`config.mk`:
```
export PLATFORM = sky130hd
export DESIGN_NAME = router_ctrl_flat
export DESIGN_NICKNAME = d
export VERILOG_FILES = /design/src/rtl/router_ctrl_if.sv /design/src/rtl/router_ctrl.sv /design/src/flat_wrapper.sv
export SDC_FILE = /design/constraint.sdc
export NUM_CORES = 1
export LEC_CHECK = 0
export BUFFER_PORTS_ARGS = -buffer_cell sky130_fd_sc_hd__buf_2
export CAP_MARGIN = 25
export CELL_PAD_IN_SITES_DETAIL_PLACEMENT = 0
export CELL_PAD_IN_SITES_GLOBAL_PLACEMENT = 1
export CORE_MARGIN = 2
export CORE_UTILIZATION = 35
export DETAILED_ROUTE_END_ITERATION = 7
export GPL_TIMING_DRIVEN = 0
export HOLD_SLACK_MARGIN = 0.05
export PLACE_DENSITY = 0.71
export SLEW_MARGIN = 30
export SYNTH_ARGS = -nofsm -noshare
export SYNTH_HDL_FRONTEND = slang
export SYNTH_SLANG_ARGS = --single-unit
```
`constraint.sdc`:
```
create_clock -name clk -period 1.4 [get_ports clk]
set_input_delay 0 -clock clk [delete_from_list [all_inputs] [get_ports clk]]
set_output_delay 0 -clock clk [all_outputs]
set_load 0.03 [all_outputs]
```
`src/rtl/router_ctrl_if.sv`:
```
// router_ctrl_if: handshake and status bundle between the router datapath and its control FSM
interface router_ctrl_if;
    logic       pkt_valid;
    logic [1:0] data_in;
    logic [2:0] fifo_full;
    logic [2:0] fifo_empty;
    logic [2:0] read_en;
    logic       parity_done;
    logic       low_pkt_valid;
    logic [2:0] write_enb;
    logic       detect_add;
    logic       lfd_state;
    logic       ld_state;
    logic       laf_state;
    logic       full_state;
    logic       rst_int_reg;
    logic       write_enb_reg;
    logic       busy;
    logic [2:0] soft_rst;
    logic [2:0] vld_out;

    modport slave (
        input  pkt_valid, data_in, fifo_full, fifo_empty, read_en, parity_done, low_pkt_valid,
        output write_enb, detect_add, lfd_state, ld_state, laf_state, full_state,
               rst_int_reg, write_enb_reg, busy, soft_rst, vld_out
    );

    modport master (
        output pkt_valid, data_in, fifo_full, fifo_empty, read_en, parity_done, low_pkt_valid,
        input  write_enb, detect_add, lfd_state, ld_state, laf_state, full_state,
               rst_int_reg, write_enb_reg, busy, soft_rst, vld_out
    );
endinterface

```
`src/rtl/router_ctrl.sv`:
```
// router_ctrl: packet-routing control FSM with per-FIFO write steering and idle timeout soft reset
module router_ctrl (
    input  logic          clk,
    input  logic          rst,
    router_ctrl_if.slave  bus
);
    typedef enum logic [2:0] {
        DECODE_ADDRESS, LOAD_FIRST_DATA, LOAD_DATA, LOAD_PARITY,
        FIFO_FULL_STATE, LOAD_AFTER_FULL, WAIT_TILL_EMPTY, CHECK_PARITY_ERROR
    } state_t;

    state_t          state_q, state_d;
    logic [1:0]      addr_q, addr_d;
    logic [2:0][4:0] cnt_q, cnt_d;
    logic [2:0]      soft_rst_q, soft_rst_d;
    logic            hdr_ok;

    assign hdr_ok = bus.pkt_valid && bus.data_in != 2'd3;

    // state, address and timeout registers with asynchronous active-low reset
    always_ff @(posedge clk or negedge rst) begin
        if (!rst) begin
            state_q    <= DECODE_ADDRESS;
            addr_q     <= '0;
            cnt_q      <= '0;
            soft_rst_q <= '0;
        end else begin
            state_q    <= state_d;
            addr_q     <= addr_d;
            cnt_q      <= cnt_d;
            soft_rst_q <= soft_rst_d;
        end
    end

    // next-state logic; a soft reset of the selected FIFO overrides every transition
    always_comb begin
        state_d = state_q;
        addr_d  = addr_q;
        case (state_q)
            DECODE_ADDRESS: if (hdr_ok) begin
                addr_d  = bus.data_in;
                state_d = bus.fifo_empty[bus.data_in] ? LOAD_FIRST_DATA : WAIT_TILL_EMPTY;
            end
            WAIT_TILL_EMPTY:    state_d = bus.fifo_empty[addr_q] ? LOAD_FIRST_DATA : WAIT_TILL_EMPTY;
            LOAD_FIRST_DATA:    state_d = LOAD_DATA;
            LOAD_DATA:          state_d = bus.fifo_full[addr_q] ? FIFO_FULL_STATE :
                                          !bus.pkt_valid ? LOAD_PARITY : LOAD_DATA;
            FIFO_FULL_STATE:    state_d = bus.fifo_full[addr_q] ? FIFO_FULL_STATE : LOAD_AFTER_FULL;
            LOAD_AFTER_FULL:    state_d = bus.parity_done ? DECODE_ADDRESS :
                                          bus.low_pkt_valid ? LOAD_PARITY : LOAD_DATA;
            LOAD_PARITY:        state_d = CHECK_PARITY_ERROR;
            CHECK_PARITY_ERROR: state_d = bus.fifo_full[addr_q] ? FIFO_FULL_STATE : DECODE_ADDRESS;
        endcase
        if (soft_rst_q[addr_q]) state_d = DECODE_ADDRESS;
    end

    // per-FIFO idle timeout: 30 valid cycles without a read fire a one-cycle soft reset
    always_comb begin
        cnt_d      = cnt_q;
        soft_rst_d = '0;
        for (int i = 0; i < 3; i++) begin
            if (!bus.vld_out[i] || bus.read_en[i]) cnt_d[i] = '0;
            else if (cnt_q[i] == 5'd29) begin
                cnt_d[i]      = '0;
                soft_rst_d[i] = 1'b1;
            end else cnt_d[i] = cnt_q[i] + 5'd1;
        end
    end

    // Moore decode and combinational steering
    always_comb begin
        bus.detect_add    = state_q == DECODE_ADDRESS;
        bus.lfd_state     = state_q == LOAD_FIRST_DATA;
        bus.ld_state      = state_q == LOAD_DATA;
        bus.laf_state     = state_q == LOAD_AFTER_FULL;
        bus.full_state    = state_q == FIFO_FULL_STATE;
        bus.rst_int_reg   = state_q == CHECK_PARITY_ERROR;
        bus.write_enb_reg = state_q == LOAD_FIRST_DATA || state_q == LOAD_DATA ||
                            state_q == LOAD_PARITY || state_q == LOAD_AFTER_FULL;
        bus.busy          = !(state_q == DECODE_ADDRESS || state_q == LOAD_DATA);
        bus.write_enb     = bus.write_enb_reg ? 3'b001 << addr_q : 3'b000;
        bus.vld_out       = ~bus.fifo_empty;
        bus.soft_rst      = soft_rst_q;
    end
endmodule

```
`src/flat_wrapper.sv`:
```
// flat-port wrapper written by rule: the top's interface ports become plain ports
module router_ctrl_flat 
  (clk, rst, bus_pkt_valid, bus_data_in, bus_fifo_full, bus_fifo_empty, bus_read_en, bus_parity_done, bus_low_pkt_valid, bus_write_enb, bus_detect_add, bus_lfd_state, bus_ld_state, bus_laf_state, bus_full_state, bus_rst_int_reg, bus_write_enb_reg, bus_busy, bus_soft_rst, bus_vld_out);
  router_ctrl_if bus_i ();
  input  logic clk;
  input  logic rst;
  input wire logic [$bits(bus_i.pkt_valid)-1:0] bus_pkt_valid;
  input wire logic [$bits(bus_i.data_in)-1:0] bus_data_in;
  input wire logic [$bits(bus_i.fifo_full)-1:0] bus_fifo_full;
  input wire logic [$bits(bus_i.fifo_empty)-1:0] bus_fifo_empty;
  input wire logic [$bits(bus_i.read_en)-1:0] bus_read_en;
  input wire logic [$bits(bus_i.parity_done)-1:0] bus_parity_done;
  input wire logic [$bits(bus_i.low_pkt_valid)-1:0] bus_low_pkt_valid;
  output wire logic [$bits(bus_i.write_enb)-1:0] bus_write_enb;
  output wire logic [$bits(bus_i.detect_add)-1:0] bus_detect_add;
  output wire logic [$bits(bus_i.lfd_state)-1:0] bus_lfd_state;
  output wire logic [$bits(bus_i.ld_state)-1:0] bus_ld_state;
  output wire logic [$bits(bus_i.laf_state)-1:0] bus_laf_state;
  output wire logic [$bits(bus_i.full_state)-1:0] bus_full_state;
  output wire logic [$bits(bus_i.rst_int_reg)-1:0] bus_rst_int_reg;
  output wire logic [$bits(bus_i.write_enb_reg)-1:0] bus_write_enb_reg;
  output wire logic [$bits(bus_i.busy)-1:0] bus_busy;
  output wire logic [$bits(bus_i.soft_rst)-1:0] bus_soft_rst;
  output wire logic [$bits(bus_i.vld_out)-1:0] bus_vld_out;
  assign bus_i.pkt_valid = bus_pkt_valid;
  assign bus_i.data_in = bus_data_in;
  assign bus_i.fifo_full = bus_fifo_full;
  assign bus_i.fifo_empty = bus_fifo_empty;
  assign bus_i.read_en = bus_read_en;
  assign bus_i.parity_done = bus_parity_done;
  assign bus_i.low_pkt_valid = bus_low_pkt_valid;
  assign bus_write_enb = bus_i.write_enb;
  assign bus_detect_add = bus_i.detect_add;
  assign bus_lfd_state = bus_i.lfd_state;
  assign bus_ld_state = bus_i.ld_state;
  assign bus_laf_state = bus_i.laf_state;
  assign bus_full_state = bus_i.full_state;
  assign bus_rst_int_reg = bus_i.rst_int_reg;
  assign bus_write_enb_reg = bus_i.write_enb_reg;
  assign bus_busy = bus_i.busy;
  assign bus_soft_rst = bus_i.soft_rst;
  assign bus_vld_out = bus_i.vld_out;
  router_ctrl u_core (.clk(clk), .rst(rst), .bus(bus_i));
endmodule
```
==> impl_metrics.toml, run 1 <==
[critical_path]
critical-path-max-stage-delay_ns = 0.51
path_class = "flip-flop to flip-flop"
cp.required_ns = 1.53
critPathMaxFanout = 3
cp.arrival_ns = 1.70
start_kind = "flip-flop"
cpMaxStageDelayCell = "mux4_2"
rrSetupSlack_ns = -0.17
endpoint_kind = "flip-flop"
crit_buf_inv = 1
path_delay_family = "multiplexers"
path_cells = "buf_6 > mux4_2 > a2111oi_4 > nor4_2"

[timing]
skew_ns = 0.00106
finalHoldViolations = 0
setup_tns_ns = -0.361
finalWorstSetupSlack_ns = -0.172
fin_crit_ns = 1.57
setup_viol = 4
worst_slew_pin_slew_ns = 0.492
finalCritPeriodShare_pct = 112
timing.hold.ws_ns = 0.0712
final_max_slew_viol_count = 0
rsz0062_at_grt = "true"
relSlewSlack_pct = 67.2
max_freq_ghz = 0.636

[drt]
wl_met1_um = 1450
wire_per_inst_um = 12.3
vias = 1177
top_layer = "met4"
vias_per_cell = 4.90
dr.pass1.iters = 4
routed_wl_um = 2950
drc = 0
wl_met3_um = 160
drtIter0Drc = 52
drtAntennaViolNets = 0
met2_length_um = 1320

[floorplan]
rows = 22
num_io_pins = 33
fp.dieH_um = 65.9
start_util_pct = 36.6
core-area_mm2 = 0.00366
die_w_um = 65.9
die-area_mm2 = 0.00434

[synthesis]
synth-seq-cells = 23
postSynthAreaPerCell_um2 = 9.31
yosysWarnings = 0
yosysSeqAreaShare_pct = 42.9
synth_nets = 166
synthesis.area_mm2 = 0.00134
synth_cell_types = 37
synthCells = 144

[grt]
antenna_found_initial = 0
grt_overflow = 0
grt_pass1_wl_um = 5060
grt_max_degree = 24
grtUsageTotal_pct = 15.1
grt_pass1_vias = 1148

[power]
intPower_mw = 1.80
ir_drop_v = 0.000571
netSwitchingFraction_pct = 43.2
p_per_area_mw_per_mm2 = 1730
comb_power_share_pct = 61.8
seq_power_share_pct = 25.9
p_switching_mw = 1.36
p_leak_nw = 0.855
pwr-share-clk_pct = 12.3

[layout]
nFillCells = 373
regArea_um2 = 578
final_nets = 215
num_antenna_cells = 0
multiInputGateArea_um2 = 751
syn2layout_area_growth_pct = 36.5
drive_gt1_share_pct = 34.4

[clock_tree]
root_buffer = "clkbuf_8"
clock_latency_ns = 0.25
cts_buffers = 3
clock_path_buffers = 2
cts_tree = "built"
clkTransAtPathRegs_ns = 0.07
cts_sinks = 23
h-tree-depth = 1

[placement]
gp_congestion = 0.773
dp_hpwl_um = 2250
portBuffers = 32

[run]
cap_violations = 0

[hold_path]
min_path_type = "primary input to flip-flop"

[outcome]
status = "finished with violations"
violations = "setup timing"
registers in the layout (all words and copies together), names as in the netlist:
register	flops
u_core.addr_q	2
u_core.bus.soft_rst	3
u_core.cnt_q	15
u_core.state_q	3
cell families (layout without fill, tap and decap cells):
logic type / after synthesis / after routing / share of synthesized area [%]
buffers and inverters: 16 / 64 / 5.22
adders and majority gates: 6 / 6 / 5.60
DFF: 23 / 23 / 42.9
and+or+nand+nor: 68 / 68 / 25.8
AOI/OAI and AO/OA: 17 / 17 / 9.89
muxes: 5 / 5 / 4.66
xor gates and xnor gates: 9 / 9 / 5.88
per-layer routing:
layer / vias to the layer above / global-route usage (%)
met4: 0 / 3.91
met1: 553 / 20.9
li1: 595 / -
met5: - / 0
met2: 27 / 24.1
met3: 2 / 3.07
worst min-delay path, stage by stage:
cell	delay, ns
buf_2	0.12
nor2_1	0.07
a21oi_2	0.09
synthesized netlist by cell type, drive strengths merged:
| cell type | count | area, um2 |
|---|---|---|
| nor2b | 2 | 12.5 |
| o211ai | 1 | 7.51 |
| nor3b | 2 | 15.0 |
| inv | 10 | 37.5 |
| nand4 | 4 | 25.0 |
| or3 | 1 | 6.26 |
| o22a | 1 | 8.76 |
| mux2i | 4 | 40.0 |
| nand3b | 5 | 37.5 |
| a2111oi | 1 | 27.5 |
| or2 | 2 | 12.5 |
| o211a | 1 | 10.0 |
| nor2 | 24 | 90.1 |
| a21boi | 1 | 7.51 |
| nor4 | 2 | 18.8 |
| ha | 6 | 75.1 |
| a311oi | 1 | 8.76 |
| xnor2 | 3 | 26.3 |
| nand2 | 8 | 30.0 |
| o31a | 1 | 8.76 |
| mux4 | 1 | 22.5 |
| o31ai | 1 | 7.51 |
| nand3 | 6 | 30.0 |
| buf | 4 | 25.0 |
| dfrtp | 23 | 576 |
| nor3 | 9 | 50.1 |
| o22ai | 1 | 6.26 |
| and3 | 2 | 12.5 |
| nand2b | 1 | 6.26 |
| xor2 | 6 | 52.6 |
| a21oi | 3 | 15.0 |
| clkbuf | 2 | 7.51 |
| o21ai | 5 | 25.0 |
placed cells by master (no fill, tap or decap), types with 2 or more instances in the layout:
master,Yosys,layout
clkbuf_8,0,4
inv_1,8,6
dfrtp_2,0,2
nand2_1,8,7
nor2b_1,2,2
ha_1,6,6
nor2_1,24,24
o21ai_0,5,2
dfrtp_1,23,21
inv_2,2,3
nand3b_1,5,5
mux2i_1,4,3
a21oi_1,3,2
nor3_1,8,7
xnor2_1,3,3
buf_2,2,29
and3_1,2,2
nor3b_1,2,2
nand3_1,6,6
dlygate4sd3_1,0,8
buf_4,2,6
o21ai_2,0,2
xor2_1,6,6
nand4_1,4,4
buf_6,0,4
final cells by class:
class / instances / share of cell area [%]
Buffer: 5 / 2.67
Clock buffer: 4 / 2.46
Inverter: 10 / 2.19
Multi-Input combinational cell: 105 / 41.0
Sequential cell: 23 / 31.6
Tap cell: 48 / 3.28
Timing Repair Buffer: 45 / 16.8
final timing paths:
check                                             startpoint  cells after the start                                to
worst min-delay path                          bus_data_in[1]                      3      u_core.addr_q[1]$_DFFE_PN0P_
max in group asynchronous                                rst                      2  u_core.bus.soft_rst[1]$_DFF_PN0_
worst max register to register  u_core.addr_q[0]$_DFFE_PN0P_                      4     u_core.state_q[2]$_DFFE_PN0P_
worst max-delay path            u_core.addr_q[0]$_DFFE_PN0P_                      4     u_core.state_q[2]$_DFFE_PN0P_
min in group asynchronous                                rst                      2         u_core.cnt_q[2]$_DFF_PN0_
worst min register to register     u_core.cnt_q[0]$_DFF_PN0_                      1         u_core.cnt_q[0]$_DFF_PN0_
power groups by stage:
stage | sequential (mW) | combinational [mW] | clock, mW
final | 0.819 | 1.95 | 0.389
after global routing | 0.832 | 2.10 | 0.439
after CTS | 0.817 | 1.84 | 0.414
after detailed placement | 0.835 | 1.59 | 0
after global placement | 0.833 | 1.58 | 0
after floorplan | 0.819 | 1.23 | 0
metrics by stage:
| stage | setup WS, ns | utilization, % | instance area, um2 | power (mW) | cells |
|---|---|---|---|---|---|
| 2_1_floorplan | -0.0885 | - | 1370 | 2.04 | 144 |
| 3_3_place_gp | -0.216 | 43.3 | 1590 | 2.41 | 224 |
| 3_5_place_dp | -0.206 | 43.3 | 1590 | 2.42 | 224 |
| 4_1_cts | -0.162 | 48.7 | 1780 | 3.07 | 239 |
| 5_1_grt | -0.226 | 50.0 | 1830 | 3.38 | 240 |
| 6_report | -0.172 | 50.0 | 1830 | 3.16 | 240 |
what timing repair did:
item	in CTS	in global routing
pin swaps	5	6
cloned	0	0
hold buffers	8	0
setup endpoints to repair	13	12
resized for setup	18	9
buffers inserted	3	3
endpoints found under the hold margin	27	0
Note: power is estimated with default switching activity, not from simulation.
==> run 2, diff against run 1 <==
CORE_UTILIZATION = 30   (was 35)
PLACE_DENSITY = 0.6   (was 0.71)
clock period = 2 ns   (was 1.4 ns; I/O delays follow)
==> impl_metrics.toml, run 2 (synthesis results as in run 1) <==
[power]
p_per_area_mw_per_mm2 = 1140
p_switching_uw = 885
pwr-share-clk_pct = 15.0
finalPower_mw = 1.94
intPower_mw = 1.05
seq_power_share_pct = 29.2
comb_power_share_pct = 55.8
ir_drop_v = 0.000514
netSwitchingFraction_pct = 45.6
p_leak_nw = 0.818

[clock_tree]
clock_path_buffers = 2
root_buffer = "clkbuf_8"
clkTransAtPathRegs_ns = 0.09
cts_sinks = 23
cts_tree = "built"
cts_resized = 0
cts_buffers = 3
clock_latency_ns = 0.26
h-tree-depth = 1

[critical_path]
critPathMaxFanout = 9
path_class = "flip-flop to output port"
start_kind = "flip-flop"
endpoint_kind = "output port"
cp.arrival_ns = 1.65
cp.required_ns = 2.00

[grt]
grt_max_degree = 24
antenna_found_initial = 0
grt_pass1_vias = 1094
grtUsageTotal_pct = 13.1
grt_pass1_wl_um = 5200
grt_overflow = 0

[layout]
final_common_cell = "buf_2"
syn2layout_area_growth_pct = 26.4
postLayoutCoreUtil_pct = 39.2
fin_area_mm2 = 0.00170
nFillCells = 456
final_cell_mix = "buf_2 (34), nor2_1 (24), dfrtp_1 (23)"
num_antenna_cells = 0
drive_gt1_share_pct = 25.5
regMostFlops = "u_core.cnt_q"
instances_no_fill = 240
final_nets = 211
largest_reg_flops = 15

[drt]
wire_per_inst_um = 12.7
top_layer = "met4"
met2_length_um = 1360
dr.pass1.iters = 4
wl_met1_um = 1480
routed_wl_um = 3050
vias_per_cell = 4.73
vias = 1136
drtAntennaViolNets = 0
drtIter0Drc = 33
drc = 0
wl_met3_um = 193

[floorplan]
die-area_mm2 = 0.00502
rows = 24
start_util_pct = 31.0
core-area_mm2 = 0.00432
fp.dieH_um = 70.9
die_w_um = 70.9
num_io_pins = 33

[timing]
finalCritPeriodShare_pct = 82.5
relSlewSlack_pct = 65.3
final_max_slew_viol_count = 0
worst_slew_pin_slew_ns = 0.521
rsz0062_at_grt = "false"
setup_tns_ns = 0
fin_crit_ns = 1.65
skew_ns = 0.00664
setup_viol = 0
finalWorstSetupSlack_ns = 0.349
timing.hold.ws_ns = 0.0866
finalHoldViolations = 0
max_freq_ghz = 0.606

[placement]
portBuffers = 32
dp_hpwl_um = 2440
dp_slack_ns = 0.371
place_area_mm2 = 0.00157
gp_congestion = 0.829
dp_cells = 228

[outcome]
status = "finished clean"

[run]
cap_violations = 0

[hold_path]
min_path_type = "primary input to flip-flop"
[run 2: changes by cell type in the layout (fill, tap and decap cells not counted), sizes merged]
cell	before	now
buf	40	36
clkbuf	6	5
clkinvlp	0	1
[run 2: worst max-delay path, cell delays in order (launching register included)]
cell and delay [ns]:
dfrtp_1 0.37, buf_4 0.17, o21ai_0 0.39, inv_1 0.10, and3_1 0.19, buf_2 0.17
[run 2: worst paths after layout]
check | startpoint | to | slack, ns | depth (start not counted)
max | u_core.state_q[0]$_DFFE_PN0P_ | bus_write_enb[1] | 0.35 | 5
min | bus_data_in[1] | u_core.addr_q[1]$_DFFE_PN0P_ | 0.09 | 3
max reg2reg | u_core.addr_q[1]$_DFFE_PN0P_ | u_core.state_q[2]$_DFFE_PN0P_ | 0.41 | 5
min reg2reg | u_core.cnt_q[5]$_DFF_PN0_ | u_core.cnt_q[5]$_DFF_PN0_ | 0.50 | 1
max in group asynchronous | rst | u_core.addr_q[0]$_DFFE_PN0P_ | 1.40 | 2
min in group asynchronous | rst | u_core.state_q[1]$_DFFE_PN0P_ | 0.25 | 2
[run 2: area by class of cell]
type / instances / area [um2] / area share, %
Multi-Input combinational cell: 105 / 696 / 41.0
Sequential cell: 23 / 576 / 33.9
Timing Repair Buffer: 40 / 240 / 14.2
Tap cell: 52 / 65.1 / 3.84
Clock buffer: 3 / 41.3 / 2.44
Inverter: 10 / 37.5 / 2.21
Buffer: 6 / 32.5 / 1.92
Clock inverter: 1 / 7.51 / 0.443
[run 2: metal layers]
metal,track usage (%),up-vias
met3,3.99,2
li1,-,582
met5,0,-
met1,18.5,521
met4,3.14,0
met2,19.7,31
[run 2: power groups by stage]
stage                     combinational (mW)  sequential (mW)  clock, mW
after global placement                  1.08            0.574          0
final                                   1.08            0.566      0.290
after detailed placement                1.09            0.578          0
after CTS                               1.10            0.568      0.307
after global routing                    1.18            0.579      0.329
after floorplan                        0.821            0.567          0
[run 2: timing repair]
action	CTS	global route
hold endpoints to repair	27	0
hold buffers	8	0
setup buffers	0	0
==> run 3, diff against run 2 <==
PLACE_DENSITY = 0.62   (was 0.6)
clock period = 1.3 ns   (was 2 ns; I/O delays follow)
==> impl_metrics.toml, run 3 (synthesis results as in run 1) <==
[grt]
grt_pass1_vias = 1320
gr-usage-met3_pct = 2.56
met1_usage_pct = 17.6
antenna_found_initial = 0
grtUsageTotal_pct = 14.3
grt-busiest-layer = "met2"
global_route.usage.met2_pct = 25.6
grt_overflow = 0
grt_max_degree = 24
grt_pass1_wl_um = 5930

[outcome]
violations = "setup timing"
status = "finished with violations"

[critical_path]
path_cells = "buf_6 > mux4_2 > a2111oi_4 > nor4_2"
path_delay_family = "multiplexers"
critical-path-max-stage-delay_ns = 0.52
crit_buf_inv = 1
critPathMaxFanout = 3
cpMaxStageDelayCell = "mux4_2"
endpoint_kind = "flip-flop"
path_class = "flip-flop to flip-flop"
start_kind = "flip-flop"
cp.required_ns = 1.43
cp.arrival_ns = 1.67

[clock_tree]
h-tree-depth = 1
root_buffer = "clkbuf_8"
clock_latency_ns = 0.25
cts_buffers = 3
clock_path_buffers = 2
clkTransAtPathRegs_ns = 0.08
cts_tree = "built"
cts_sinks = 23

[timing]
fin_crit_ns = 1.54
worst_slew_pin_slew_ns = 0.503
finalWorstSetupSlack_ns = -0.237
relSlewSlack_pct = 66.5
skew_ns = 0.00275
setup_viol = 9
setup_tns_ns = -0.875
max_freq_ghz = 0.651
finalHoldViolations = 0
final_max_slew_viol_count = 0
rsz0062_at_grt = "true"
finalCritPeriodShare_pct = 118

[floorplan]
die_w_um = 70.9
die-area_mm2 = 0.00502
start_util_pct = 31.0
fp.dieH_um = 70.9
rows = 24
core-area_mm2 = 0.00432
num_io_pins = 33

[layout]
num_antenna_cells = 0
multiInputGateArea_um2 = 811
postLayoutCoreUtil_pct = 48.1
drive_gt1_share_pct = 44.7
regMostFlops = "u_core.cnt_q"
largest_reg_flops = 15
final_cell_mix = "buf_2 (22), nor2_1 (22), dfrtp_1 (20)"
nFillCells = 402
syn2layout_area_growth_pct = 55.2
regArea_um2 = 579
instances_no_fill = 258
final_nets = 229

[drt]
wire_per_inst_um = 13.5
dr.pass1.iters = 4
vias_per_cell = 5.05
vias = 1302
drc = 0
drtAntennaViolNets = 0
routed_wl_um = 3490
drtIter0Drc = 121

[placement]
dp_hpwl_um = 2410
portBuffers = 32
dp_cells = 228
gp_congestion = 0.881

[power]
p_per_area_mw_per_mm2 = 2040
finalPower_mw = 4.25
ir_drop_v = 0.000687
p_leak_nw = 0.940

[hold_path]
min_path_type = "primary input to flip-flop"

[run]
cap_violations = 0
[run 3: cell types whose count changed in the layout (fill, tap and decap cells not counted), moves of 4 or more]
cell / delta
inv_1: -4
buf_4: +13
nor3_1: -4
buf_6: +17
buf_2: -12
[run 3: per-stage QoR]
| stage | hold slack (ns) | instance area [um2] | setup WS, ns |
|---|---|---|---|
| 2_1_floorplan | -0.296 | 1380 | -0.189 |
| 3_3_place_gp | -0.00237 | 1610 | -0.351 |
| 3_5_place_dp | 0.00422 | 1610 | -0.312 |
| 4_1_cts | -0.0109 | 1950 | -0.222 |
| 5_1_grt | 0.0773 | 2080 | -0.332 |
| 6_report | 0.0759 | 2080 | -0.237 |
[run 3: layout make-up]
cell class | instances | share of cell area (%)
plain buffers | 5 | 3.25
clock buffers | 4 | 2.16
inverters | 10 | 2.28
multi-input cells | 105 | 38.9
flip-flops and latches | 23 | 27.8
well taps | 52 | 3.12
repair buffers | 59 | 22.4
[run 3: layer usage]
layer  vias to the layer above  part of all wire (%)  wire, um
li1                        625                     -         -
met5                         -                     0         0
met4                         0                  0.98        34
met3                         4                   4.6       159
met1                       634                    44      1530
met2                        39                    50      1760
[run 3: path summary, 6_finish.rpt]
kind,start,end,slack (ns),depth (start not counted)
min reg2reg,u_core.cnt_q[0]$_DFF_PN0_,u_core.cnt_q[0]$_DFF_PN0_,0.50,1
max in group asynchronous,rst,u_core.bus.soft_rst[1]$_DFF_PN0_,0.69,2
max reg2reg,u_core.addr_q[0]$_DFFE_PN0P_,u_core.state_q[2]$_DFFE_PN0P_,-0.24,4
min in group asynchronous,rst,u_core.cnt_q[8]$_DFF_PN0_,0.24,2
min,bus_data_in[0],u_core.addr_q[1]$_DFFE_PN0P_,0.08,3
max,u_core.addr_q[0]$_DFFE_PN0P_,u_core.state_q[2]$_DFFE_PN0P_,-0.24,4
[run 3: tightest hold or removal path, cell delays in order]
cell     delay, ns
buf_2         0.12
or2_2         0.11
a21oi_1       0.05
[run 3: repair_timing]
| item | in CTS | in global routing |
|---|---|---|
| endpoints found under the hold margin | 27 | 1 |
| endpoints found under the setup margin | 14 | 16 |
| gates resized for setup | 42 | 23 |
| pin swaps | 6 | 7 |
| hold buffers | 7 | 1 |
| buffers inserted | 11 | 8 |
[run 3: report_power, final]
part | total, mW | switching (mW) | internal (mW)
Clock | 0.418 | 0.200 | 0.218
Sequential | 0.897 | 0.0860 | 0.811
Combinational | 2.94 | 1.46 | 1.47
